### src/rtl/loop_block.sv
// Discrete-time PI loop filter: an edge-detected enable captures a residual,
// updates a clamped integrator, then scales and saturates P+I onto a held output.
module loop_block #(
    parameter logic signed [15:0] KP        = 16'sd1,
    parameter logic signed [15:0] KI        = 16'sd1,
    parameter int                 SHIFT     = 0,
    parameter int                 ACC_WIDTH = 32
) (
    input  logic               clk,
    input  logic               reset,
    input  logic               en,
    input  logic signed [15:0] res,
    output logic signed [15:0] out
);

    localparam logic signed [ACC_WIDTH-1:0] ACC_MAX = {1'b0, {(ACC_WIDTH-1){1'b1}}};
    localparam logic signed [ACC_WIDTH-1:0] ACC_MIN = {1'b1, {(ACC_WIDTH-1){1'b0}}};

    logic                        r_enQ;
    logic signed [15:0]          r_resQ;
    logic                        r_s1;
    logic                        r_s2;
    logic signed [31:0]          r_p;
    logic signed [ACC_WIDTH-1:0] r_acc;
    logic signed [15:0]          r_out;

    logic                        w_event;
    logic signed [31:0]          w_pProd;
    logic signed [31:0]          w_kiProd;
    logic signed [ACC_WIDTH:0]   w_accExt;
    logic signed [ACC_WIDTH-1:0] w_accNext;
    logic signed [ACC_WIDTH+1:0] w_sum;
    logic signed [ACC_WIDTH+1:0] w_shifted;
    logic        [ACC_WIDTH+1:15] w_hi;
    logic signed [15:0]          w_outNext;

    assign w_event  = en & ~r_enQ;
    assign w_pProd  = 32'(KP) * 32'(r_resQ);
    assign w_kiProd = 32'(KI) * 32'(r_resQ);

    // One guard bit is enough to detect integrator overflow before clamping.
    assign w_accExt = {r_acc[ACC_WIDTH-1], r_acc}
                    + {{(ACC_WIDTH-31){w_kiProd[31]}}, w_kiProd};

    always_comb begin
        w_accNext = w_accExt[ACC_WIDTH-1:0];
        if (w_accExt[ACC_WIDTH] != w_accExt[ACC_WIDTH-1]) begin
            w_accNext = w_accExt[ACC_WIDTH] ? ACC_MIN : ACC_MAX;
        end
    end

    assign w_sum     = {{(ACC_WIDTH-30){r_p[31]}}, r_p}
                     + {{2{r_acc[ACC_WIDTH-1]}}, r_acc};
    assign w_shifted = w_sum >>> SHIFT;
    assign w_hi      = w_shifted[ACC_WIDTH+1:15];

    always_comb begin
        w_outNext = w_shifted[15:0];
        if (!((&w_hi) || !(|w_hi))) begin
            w_outNext = w_shifted[ACC_WIDTH+1] ? 16'sh8000 : 16'sh7FFF;
        end
    end

    always_ff @(posedge clk or negedge reset) begin
        if (!reset) begin
            r_enQ  <= 1'b0;
            r_resQ <= '0;
            r_s1   <= 1'b0;
            r_s2   <= 1'b0;
            r_p    <= '0;
            r_acc  <= '0;
            r_out  <= '0;
        end else begin
            r_enQ <= en;
            r_s1  <= w_event;
            r_s2  <= r_s1;
            if (w_event) begin
                r_resQ <= res;
            end
            if (r_s1) begin
                r_p   <= w_pProd;
                r_acc <= w_accNext;
            end
            if (r_s2) begin
                r_out <= w_outNext;
            end
        end
    end

    assign out = r_out;

endmodule

### config.mk
export PLATFORM = sky130hd
export DESIGN_NAME = loop_block
export DESIGN_NICKNAME = d
export VERILOG_FILES = /design/src/rtl/loop_block.sv
export SDC_FILE = /design/constraint.sdc
export NUM_CORES = 1
export LEC_CHECK = 0
export ABC_CLOCK_PERIOD_IN_PS = 4560
export BUFFER_PORTS_ARGS = -buffer_cell sky130_fd_sc_hd__buf_2
export CORE_ASPECT_RATIO = 0.9
export CORE_MARGIN = 1.5
export CORE_UTILIZATION = 55
export DETAILED_ROUTE_END_ITERATION = 10
export MAX_ROUTING_LAYER = met4
export PLACE_DENSITY_LB_ADDON = 0.05
export SETUP_SLACK_MARGIN = 0.3
export SYNTH_ARGS = -nofsm -noshare
export SYNTH_HDL_FRONTEND = slang
export SYNTH_SLANG_ARGS = --single-unit
export TNS_END_PERCENT = 30
### constraint.sdc
create_clock -name clk -period 4.56 [get_ports clk]
set_input_delay 0 -clock clk [delete_from_list [all_inputs] [get_ports clk]]
set_output_delay 0 -clock clk [all_outputs]
set_load 0.01 [all_outputs]
==> results of run 1 <==
-- what timing repair did --
item,4_1_cts,5_1_grt
setup endpoints to repair,0,46
hold buffers,18,0
gates resized for setup,0,3
hold endpoints to repair,100,0
-- sequential cells by signal (all words and copies together) (netlist names) --
register  count
r_s2          1
r_enQ         1
r_resQ       16
out          16
r_acc        32
r_p          16
r_s1          1
-- cell families after synthesis --
| family | share of synthesized area |
|---|---|
| buffers and inverters | 0.0502 |
| AOI/OAI and AO/OA | 0.269 |
| adders and majority gates | 0.117 |
| and+or+nand+nor | 0.160 |
| muxes | 0.0602 |
| xor gates and xnor gates | 0.0537 |
| DFF | 0.290 |
-- synth_stat cells, drive strengths merged (4+ instances only) --
cell type / number
o22ai: 47
mux2: 33
o211ai: 9
o21a: 14
nand4: 11
o2111ai: 5
xnor2: 29
nor3: 17
inv: 51
nor2b: 6
or3: 5
ha: 64
a311oi: 5
nand3: 21
a31oi: 8
mux2i: 6
a21oi: 66
nor2: 83
or4: 5
o21ai: 50
a211oi: 7
o221ai: 4
a221oi: 6
a21o: 29
o21bai: 10
clkbuf: 33
buf: 8
nand2b: 7
nand2: 49
and2: 7
dfrtp: 83
a211o: 6
xor2: 15
and3: 7
-- critical path: stages (launching register included) --
cell	delay, ns
dfrtp_1	0.40
ha_1	0.24
fa_1	0.43
a211oi_1	0.36
o211a_1	0.27
nor3_1	0.13
or2_2	0.37
a21oi_2	0.25
mux2i_1	0.11
or4_1	0.53
nor3_2	0.22
o21a_2	0.35
o22ai_1	0.14
-- stage by stage --
step / hold slack, ns / utilization / worst slack [ns] / power [W]
finish: 0.350 / 0.629 / 0.602 / 0.00687
detailed placement: 0.139 / 0.588 / 0.420 / 0.00593
global placement: 0.126 / 0.588 / 0.485 / 0.00585
floorplan: -0.296 / - / 1.10 / 0.00483
global route: 0.342 / 0.629 / 0.254 / 0.00750
CTS: 0.313 / 0.628 / 0.387 / 0.00680
-- final timing paths --
| check | to | startpoint | cells after the start |
|---|---|---|---|
| hold reg to reg | r_p[12]$_DFFE_PN0P_ | r_p[12]$_DFFE_PN0P_ | 1 |
| setup reg to reg | out[11]$_DFFE_PN0P_ | r_acc[0]$_DFFE_PN0P_ | 12 |
| min in group asynchronous | r_resQ[1]$_DFFE_PN0P_ | reset | 2 |
| setup / recovery | out[11]$_DFFE_PN0P_ | r_acc[0]$_DFFE_PN0P_ | 12 |
| hold / removal | r_enQ$_DFF_PN0_ | en | 2 |
| max in group asynchronous | r_resQ[15]$_DFFE_PN0P_ | reset | 2 |
-- cell type report --
cell class                      count  area (µm²)  share of cell area
Timing Repair Buffer               61         420              0.0527
Sequential cell                    83        2080               0.261
Inverter                           51         191              0.0240
Clock inverter                      7         105              0.0132
Clock buffer                        9         225              0.0282
Multi-Input combinational cell    680        4750               0.596
Tap cell                          164         205              0.0257
-- cell usage in the layout (no fill, tap or decap), types with 4 or more instances in the layout --
cell / n
or3_1: 5
buf_4: 10
xor2_1: 15
inv_1: 50
a211o_1: 6
mux2_2: 33
o2111ai_1: 5
nor2b_1: 6
and2_1: 7
a211oi_1: 7
o21bai_1: 10
nand4_1: 11
dlygate4sd3_1: 18
o221ai_1: 4
nand2b_1: 7
nand3_1: 21
dfrtp_1: 82
o22ai_1: 47
mux2i_1: 5
o21a_1: 13
o21ai_1: 4
o21ai_0: 46
nor2_1: 83
a21o_1: 29
clkbuf_16: 9
ha_1: 64
a21oi_1: 64
a31oi_1: 8
nand2_1: 49
a311oi_1: 5
or4_1: 4
buf_2: 33
and3_1: 7
xnor2_1: 29
nor3_1: 16
o211ai_1: 9
a221oi_1: 5
-- routing by layer --
layer	track usage	part of all wire	vias up
li1	-	-	3263
met1	0.446	0.50	3185
met2	0.435	0.43	186
met3	0.0420	0.057	16
met4	0.0690	0.010	0
met5	-	0	-
-- report_power, final --
part           total [W]  internal, W  leakage, nW  switching [W]
sequential       0.00128     0.000997        0.964       0.000282
clock           0.000818     0.000491        0.164       0.000328
combinational    0.00477      0.00198         2.42        0.00279
total            0.00687      0.00347         3.55        0.00340
==> flow_summary.json, run 1 <==
{
  "fin_crit_sh": 0.868,
  "fin_crit_ns": 3.96,
  "cts_tree": "built",
  "ys_seq_area_frac": 0.290,
  "cts_setup_buffers": 0,
  "core_um2": 12700,
  "yosys.area.top_type": "dfrtp_1",
  "path_clk_slew_ns": 0.06,
  "synth_top_flop_cell": "dfrtp_1",
  "finalSetupViolations": 0,
  "power.leakage_nw": 3.55,
  "dr.pass1.iters": 5,
  "final_nets": 971,
  "finalHoldViolations": 0,
  "routed_wl_mm": 18.8,
  "synthTopCellsByArea": "dfrtp_1 29%, ha_1 11%, mux2_2 5.2%",
  "grt_max_degree": 84,
  "setup_tns_ns": 0,
  "required_ns": 4.75,
  "grt_usage": 0.301,
  "fmax_ghz": 0.253,
  "die_area_um2": 13700,
  "drc": 0,
  "yosys_warnings": 0,
  "post_drt_wl_per_cell_um": 17.8,
  "gp_congestion": 0.963,
  "grt_first_pass_wirelength_mm": 32.0,
  "dp.final_hpwl_mm": 14.2,
  "synth-edff-count": 0,
  "fin_cells": 1055,
  "root_buffer": "clkbuf_16",
  "power.density_nw_per_um2": 861,
  "synth_top_area_frac": 0.290,
  "maxCapViolCount": 0,
  "endpoint_kind": "flop",
  "avgSynthCellArea_um2": 8.39,
  "clock_latency_ns": 0.35,
  "ios": 35,
  "antenna_left": 0,
  "h-tree-depth": 3,
  "worst-r2r-setup-slack_ns": 0.60,
  "path_class": "reg -> reg",
  "critPathMaxFanout": 15,
  "status": "finished clean",
  "rsz0062_at_grt": "yes",
  "antenna_found_initial": 0,
  "diodes": 0,
  "hold_path.class": "in -> reg",
  "synthArstFlopShare": 1.00,
  "ys_ff_latch": 83,
  "slew_violations": 0,
  "synthToLayoutAreaGrowth_pct": 11.2,
  "first_iter_violations": 493,
  "cts_buffers": 9,
  "die_x_um": 123,
  "relSlewSlack": 0.293,
  "drive_above_1_share": 0.122,
  "critPathArrivalTime_ns": 4.15,
  "skew_ns": 0.00503,
  "place_area_um2": 7450,
  "grt-ovfl-total": 0,
  "tightest_slew_ns": 1.06,
  "io_buffer_count": 34,
  "synthesis.nets": 940,
  "initial_utilization": 0.565,
  "first_global_vias": 6330,
  "cts_max_path_buffers": 2,
  "dp_cells": 1021,
  "ys_types": 71,
  "netlist_area_um2": 7170,
  "die_y_um": 111,
  "syn_inst": 855,
  "fp-row-count": 39,
  "avgViaCountPerCell": 6.30,
  "fin_area_um2": 7980,
  "clock-sinks": 83,
  "worstSetupStartpointType": "flop",
  "vias": 6650,
  "fillers": 1099,
  "ir_worst_vdd_v": 0.000534
}
Note: power is estimated with default switching activity, not from simulation.
==> run 2: changes to the inputs <==
--- a/config.mk
+++ b/config.mk
@@ -7,7 +7,6 @@
 export LEC_CHECK = 0
 export ABC_CLOCK_PERIOD_IN_PS = 4560
 export BUFFER_PORTS_ARGS = -buffer_cell sky130_fd_sc_hd__buf_2
-export CORE_ASPECT_RATIO = 0.9
 export CORE_MARGIN = 1.5
 export CORE_UTILIZATION = 55
 export DETAILED_ROUTE_END_ITERATION = 10
==> flow_summary.json, run 2 (synthesized netlist as in run 1, its figures left out) <==
{
  "status": "finished clean",
  "cp_cell_sequence": "ha_1, nand4_1, nor4_2, nand4_1, or3_1, a41oi_1, o311a_1, o21ai_1, mux2i_2, buf_4, inv_2, a31oi_1",
  "die_x_um": 117,
  "critPathMaxFanout": 30,
  "rsz0062_at_grt": "no",
  "root_buffer": "clkbuf_16",
  "worstSetupStartpointType": "flop",
  "path_buf_inv": 2,
  "endpoint_kind": "flop",
  "dr.pass1.iters": 7,
  "path_class": "reg -> reg",
  "maxCapViolCount": 0,
  "first_iter_violations": 498,
  "die_area_um2": 13700,
  "core_um2": 12700,
  "critPathArrivalTime_ns": 4.29,
  "grt_first_pass_wirelength_mm": 31.5,
  "setup_tns_ns": 0,
  "tightest_slew_ns": 0.884,
  "largest_register_ffs": 32,
  "dp.final_hpwl_mm": 14.3,
  "final_core_util": 0.629,
  "hold_path.class": "in -> async",
  "routed_wl_mm": 19.0,
  "fin_crit_ns": 4.04,
  "ir_worst_vdd_v": 0.000363,
  "cts_setup_buffers": 0,
  "ios": 35,
  "skew_ns": 0.00897,
  "initial_utilization": 0.566,
  "final_nets": 970,
  "cpMostUsedCell": "nand4_1",
  "cts_tree": "built",
  "slew_violations": 0,
  "fillers": 1096,
  "drc": 0,
  "finalSetupViolations": 0,
  "most-common-layout-cells": "83 x nor2_1, 82 x dfrtp_1, 64 x a21oi_1, 64 x ha_1, 50 x inv_1",
  "grt_max_degree": 68,
  "vias": 6696,
  "finalHoldViolations": 0,
  "clock-sinks": 83,
  "drive_above_1_share": 0.121,
  "cts_buffers": 9,
  "final_common_cell": "nor2_1",
  "regMostFlops": "r_acc",
  "synthToLayoutAreaGrowth_pct": 11.0,
  "critPathTopFamily": "simple AND/OR/NAND/NOR gates",
  "antenna_found_initial": 0,
  "fmax_ghz": 0.248,
  "grt_usage": 0.302,
  "cts_max_path_buffers": 2,
  "post_drt_wl_per_cell_um": 17.8,
  "io_buffer_count": 34,
  "register_area_um2": 2080,
  "multi_input_area_um2": 4750,
  "die_y_um": 117,
  "first_global_vias": 6339,
  "fin_crit_sh": 0.885,
  "fp-row-count": 41,
  "path_clk_slew_ns": 0.07,
  "required_ns": 4.82,
  "crit_slowest_cell": "dfrtp_1",
  "power.leakage_nw": 3.53,
  "gp_congestion": 0.957,
  "critPathMaxStageDelay_ns": 0.67,
  "relSlewSlack": 0.410,
  "clock_latency_ns": 0.36,
  "diodes": 0,
  "grt-ovfl-total": 0,
  "power.density_nw_per_um2": 859,
  "avgViaCountPerCell": 6.31,
  "antenna_left": 0,
  "h-tree-depth": 3,
  "p_total_w": 0.00684
}
-- run 2: changes by cell type in the layout (fill, tap and decap cells not counted) --
cell       before  now
inv_6           2    5
inv_8           2    0
buf_4          10    9
bufinv_16       2    1
clkinv_2        1    0
clkinv_8        0    1
-- run 2: path summary, 6_finish.rpt --
kind / from / endpoint / slack (ns) / depth (start not counted)
worst min-delay path: reset / out[11]$_DFFE_PN0P_ / 0.04 / 2
worst max-delay path: r_resQ[15]$_DFFE_PN0P_ / r_acc[30]$_DFFE_PN0P_ / 0.52 / 12
max in group asynchronous: reset / r_p[15]$_DFFE_PN0P_ / 3.36 / 3
min in group clk: en / r_enQ$_DFF_PN0_ / 0.30 / 2
worst min register to register: r_p[14]$_DFFE_PN0P_ / r_p[14]$_DFFE_PN0P_ / 0.52 / 1
worst max register to register: r_resQ[15]$_DFFE_PN0P_ / r_acc[30]$_DFFE_PN0P_ / 0.52 / 12
-- run 2: layout make-up --
cell class,count,area share
sequential,83,0.261
clock inverter,7,0.0113
multi-input combinational,680,0.597
tap,172,0.0270
clock buffer,9,0.0283
timing repair buffer,60,0.0518
inverter,51,0.0240
-- run 2: per-stage QoR --
step | hold WS [ns] | std cells | area [µm²] | setup WS (ns)
floorplan | -0.296 | 855 | 7170 | 1.10
global placement | -0.133 | 1028 | 7460 | 0.448
detailed placement | -0.128 | 1028 | 7460 | 0.412
CTS | 0.0305 | 1062 | 7950 | 0.391
global route | 0.0678 | 1062 | 7960 | 0.309
finish | 0.0354 | 1062 | 7960 | 0.524
-- run 2: repair_timing --
action / CTS / global route
endpoints found under the setup margin: 0 / 46
resized for setup: 0 / 3
hold endpoints to repair: 33 / 0
hold buffers: 18 / 0
-- run 2: worst reg2reg max path, delay by kind of cell, from the launching register on --
kind | cells | cell delay (ns)
AOI/OAI and AO/OA | 4 | 0.93
adders and majority gates | 1 | 0.58
buffers and inverters | 2 | 0.42
DFF | 1 | 0.67
muxes | 1 | 0.14
and+or+nand+nor | 4 | 1.19
-- run 2: power by group --
| part | internal (W) | leakage, nW | switching [W] |
|---|---|---|---|
| sequential | 0.000997 | 0.964 | 0.000293 |
| combinational | 0.00198 | 2.41 | 0.00279 |
| clock | 0.000439 | 0.155 | 0.000345 |
-- run 2: metal layers --
| layer | GRT usage | share of wire | routed length (µm) |
|---|---|---|---|
| met5 | - | 0 | 0 |
| met4 | 0.102 | 0.026 | 499 |
| met3 | 0.0515 | 0.055 | 1050 |
| met2 | 0.449 | 0.43 | 8220 |
| met1 | 0.419 | 0.48 | 9180 |
